[config.mk]
export PLATFORM = sky130hd
export DESIGN_NAME = sp_deserializer
export DESIGN_NICKNAME = d
export VERILOG_FILES = /design/src/rtl/sp_pkg.sv /design/src/rtl/sp_out_reg.sv /design/src/rtl/sp_deserializer.sv
export SDC_FILE = /design/constraint.sdc
export NUM_CORES = 1
export LEC_CHECK = 0
export BUFFER_PORTS_ARGS = -buffer_cell sky130_fd_sc_hd__buf_4
export CAP_MARGIN = 5
export CORE_ASPECT_RATIO = 0.7
export CORE_MARGIN = 4
export CORE_UTILIZATION = 50
export DETAILED_ROUTE_END_ITERATION = 8
export PLACE_DENSITY = 0.83
export SETUP_SLACK_MARGIN = 0.4
export SYNTH_ARGS = -nofsm -noshare
export SYNTH_HDL_FRONTEND = slang
export SYNTH_HIERARCHICAL = 1
export SYNTH_SLANG_ARGS = --single-unit
[constraint.sdc]
create_clock -name clk -period 3.2 [get_ports clk]
set_input_delay 0.48 -clock clk [delete_from_list [all_inputs] [get_ports clk]]
set_output_delay 0.48 -clock clk [all_outputs]
set_load 0.05 [all_outputs]
[src/rtl/sp_pkg.sv]
// sp_pkg: shared types and helpers for the serial/parallel converter blocks
package sp_pkg;
    typedef enum logic {LSB_FIRST = 1'b0, MSB_FIRST = 1'b1} bit_order_e;
    function automatic int sp_cnt_w(input int width);
        return $clog2(width + 1);
    endfunction
endpackage

[src/rtl/sp_out_reg.sv]
// sp_out_reg: WIDTH-wide valid/ready holding register; data only changes on load
module sp_out_reg #(
    parameter int WIDTH = 8
) (
    input  logic             clk,
    input  logic             rst,
    input  logic             load,
    input  logic [WIDTH-1:0] load_data,
    input  logic             m_ready,
    output logic             m_valid,
    output logic [WIDTH-1:0] m_data
);
    logic             valid_q, valid_d;
    logic [WIDTH-1:0] data_q, data_d;
    always_comb begin
        valid_d = load | (valid_q & ~m_ready);
        data_d  = load ? load_data : data_q;
    end
    always_ff @(posedge clk) begin
        if (rst) begin
            valid_q <= 1'b0;
            data_q  <= '0;
        end else begin
            valid_q <= valid_d;
            data_q  <= data_d;
        end
    end
    assign m_valid = valid_q;
    assign m_data  = data_q;
endmodule

[src/rtl/sp_deserializer.sv]
// sp_deserializer: collects WIDTH serial bits into a word with valid/ready on both sides
module sp_deserializer #(
    parameter int WIDTH     = 8,
    parameter int MSB_FIRST = 1,
    parameter int CNT_W     = sp_pkg::sp_cnt_w(WIDTH)
) (
    input  logic             clk,
    input  logic             rst,
    input  logic             s_valid,
    input  logic             s_data,
    input  logic             s_start,
    output logic             s_ready,
    output logic             m_valid,
    output logic [WIDTH-1:0] m_data,
    input  logic             m_ready,
    output logic [CNT_W-1:0] bit_cnt,
    output logic             frame_err
);
    import sp_pkg::*;
    localparam bit_order_e ORDER = (MSB_FIRST != 0) ? sp_pkg::MSB_FIRST : LSB_FIRST;
    logic [WIDTH-1:0] shreg_q, shreg_d, base, word, load_data;
    logic [CNT_W-1:0] bit_cnt_q, bit_cnt_d, cnt_base;
    logic             pending_q, pending_d, frame_err_q, frame_err_d;
    logic             acc, done, free, load;
    always_comb begin
        acc         = s_valid & ~pending_q;
        free        = ~m_valid | m_ready;
        base        = s_start ? '0 : shreg_q;
        cnt_base    = s_start ? '0 : bit_cnt_q;
        word        = (ORDER == sp_pkg::MSB_FIRST) ? WIDTH'({base, s_data}) : WIDTH'({s_data, base} >> 1);
        done        = acc & (cnt_base == CNT_W'(WIDTH - 1));
        bit_cnt_d   = acc ? (done ? '0 : cnt_base + CNT_W'(1)) : bit_cnt_q;
        shreg_d     = acc ? word : shreg_q;
        // a finished word waits in the shifter until the output slot drains
        pending_d   = pending_q ? ~m_ready : done & ~free;
        load        = pending_q ? m_ready : done & free;
        load_data   = pending_q ? shreg_q : word;
        frame_err_d = acc & s_start & (bit_cnt_q != '0);
    end
    always_ff @(posedge clk) begin
        if (rst) begin
            shreg_q     <= '0;
            bit_cnt_q   <= '0;
            pending_q   <= 1'b0;
            frame_err_q <= 1'b0;
        end else begin
            shreg_q     <= shreg_d;
            bit_cnt_q   <= bit_cnt_d;
            pending_q   <= pending_d;
            frame_err_q <= frame_err_d;
        end
    end
    sp_out_reg #(.WIDTH(WIDTH)) u_out (
        .clk      (clk),
        .rst      (rst),
        .load     (load),
        .load_data(load_data),
        .m_ready  (m_ready),
        .m_valid  (m_valid),
        .m_data   (m_data)
    );
    assign s_ready   = ~pending_q;
    assign bit_cnt   = bit_cnt_q;
    assign frame_err = frame_err_q;
endmodule
==> out/metrics.cfg <==
[hold_path]
hp-class=in -> reg
hold_path_depth=2

[power]
p_leak_nw=0.5020
power_density_nw_per_um2=364.9
vdd_drop_max_mv=0.2248

[clock_network]
h-tree-depth=1
clk_pin_slew_ns=0.12
postCtsSetupBuffers=0
hold_buffers=0
cts-root-buf=clkbuf_4
clock_sinks=23
clk_latency_ns=0.30
cts-resized-gates=0
cts_tree=built
cts_buffer_depth=2
cts_buffers=3

[critical_path]
crit_start=bit_cnt[0]
endpoint=u_out/m_data[2]
r2r_start=bit_cnt[0]
critPathMaxFanout=9
reg2reg_depth=7
r2r_end=u_out/m_data[2]
worstPathArrival_ns=2.44
path_class=reg -> reg
rrSetupSlack_ns=0.96
worstSetupStartpointType=flop
cp.required_ns=3.40
endpoint_kind=flop

[final_layout]
layout.nets=153
antenna_cells=0
areaGrowthSynthToFinish_pct=14.68
postLayoutCoreUtil_pct=64.08
layout-drive-gt1-share_pct=20.00

[die]
fp.dieH_um=47.24
die_w_um=64.06
ioPinCount=21
die_area_sq_um=3026
core_sq_um=1968
row_count=13
initial_core_util_pct=55.88

[synthesis]
synth.most_common_cell=dfxtp_1
ys_seq_elements=23
yosysTopAreaCellShare_pct=41.87
ys_warn_count=6
ys_top_cells_by_count=23 x dfxtp_1, 19 x nand2_1, 15 x nand2b_1, 12 x a21oi_1, 11 x nor2_1
ys.flop_type=dfxtp_1
synth_nets=136
syn-cell-area_sq_um=1100
yosysTopAreaCell=dfxtp_1
ys_types=31
synth_edf_count=0
avgSynthCellArea_sq_um=8.526
synthArstFlopShare_pct=0
yosysSeqAreaShare_pct=41.87
synth_cells=129
synth_area_leaders=dfxtp_1 42%, nand2b_1 8.5%, mux2i_1 7.3%

[timing]
worst_pin_slew_ns=0.6417
clock_skew_ns=0.005091
rsz0062_at_grt=no
fin_crit_ns=2.239
hold_viol=0
timing.slew.headroom_pct=57.16
report.final.slew_viol_count=0
setup_violations=0
fin_crit_sh_pct=69.96
timing.setup.tns_ns=0
fmax_ghz=0.4467
whs_ns=0.3545

[placement]
numPortBuffers=20
gp_congestion=0.7829
place_hpwl_um=1585

[drt]
ant_nets=0
via_per_inst=5.269
dr_total_vias=922
drc=0
wl_per_cell_um=12.62
drt_iter0_drc=59
drt-total-wl_um=2208
drt_first_pass_iters=4

[job]
maxCapViolCount=0

[status]
outcome=complete, no violations

[global_route]
grt_max_degree=24
grt_pass1_wl_um=3705
antenna_found_initial=0
grt_pass1_vias=838
grt_usage_pct=16.13
gr-total-overflow=0

## power by group
| part | internal (mW) | switching [mW] | total [mW] |
|---|---|---|---|
| Combinational | 0.0133 | 0.0250 | 0.0384 |
| Sequential | 0.289 | 0.00320 | 0.292 |
| Clock | 0.0486 | 0.0809 | 0.129 |
| Total | 0.351 | 0.109 | 0.460 |
## placed cells by master (no fill, tap or decap), types with 2 or more instances in the layout
cell type,count
buf_4,20
o21ai_0,10
clkbuf_4,3
inv_1,4
nand2_1,19
mux2i_1,8
nor2_1,11
a21oi_1,12
dfxtp_1,23
nand2b_1,15
nor2b_1,2
## critical path, cell delays in order (launching register included)
cell	delay, ns
dfxtp_1	0.44
nor2b_1	0.22
ha_1	0.28
nand4b_4	0.13
a2111oi_2	0.34
a21o_1	0.41
mux2i_1	0.26
nor2_1	0.06
## kinds of logic (layout without fill, tap and decap cells)
logic type / Yosys count / count (layout) / share of synthesized area [%]
and+or+nand+nor: 57 / 57 / 28.22
AOI/OAI and AO/OA: 27 / 27 / 14.34
DFF: 23 / 23 / 41.87
buffers and inverters: 12 / 28 / 6.143
muxes: 9 / 9 / 8.305
adders and majority gates: 1 / 1 / 1.137
## state kept, by name, summed over array words and instances, names as in the netlist
register	flops
bit_cnt	4
frame_err	1
pending_q	1
shreg_q	8
u_out/m_data	8
u_out/m_valid	1
## worst min path at each step
stage,to,startpoint,slack (ns)
floorplan,shreg_q[7],shreg_q[7],0.44
global placement,shreg_q[7],shreg_q[7],0.44
detailed placement,shreg_q[7],shreg_q[7],0.46
CTS,pending_q,m_ready,0.34
global route,pending_q,m_ready,0.32
finish,pending_q,m_ready,0.35
## cell type report
cell class	count	area [sq um]
Fill cell	187	706.9
Multi-Input combinational cell	94	571.8
Sequential cell	23	460.4
Timing Repair Buffer	20	150.1
Tap cell	30	37.54
Clock buffer	4	26.28
Inverter	4	15.01
## metrics by stage
step | total power, mW | cell area (sq um) | instances | setup WS [ns]
2_1_floorplan | 0.3236 | 1100 | 129 | 1.003
3_3_place_gp | 0.3359 | 1235 | 171 | 0.8591
3_5_place_dp | 0.3370 | 1235 | 171 | 0.7697
4_1_cts | 0.4649 | 1261 | 175 | 0.9697
5_1_grt | 0.4869 | 1261 | 175 | 0.7744
6_report | 0.4602 | 1261 | 175 | 0.9614
## layer usage
metal	vias up	GRT usage [%]	wire length, um
li1	466	-	-
met1	432	18.54	1033
met4	0	7.296	16
met5	-	0	0
met2	22	27.52	1044
met3	2	6.220	114
No activity file was read; power rests on OpenSTA's default activity.
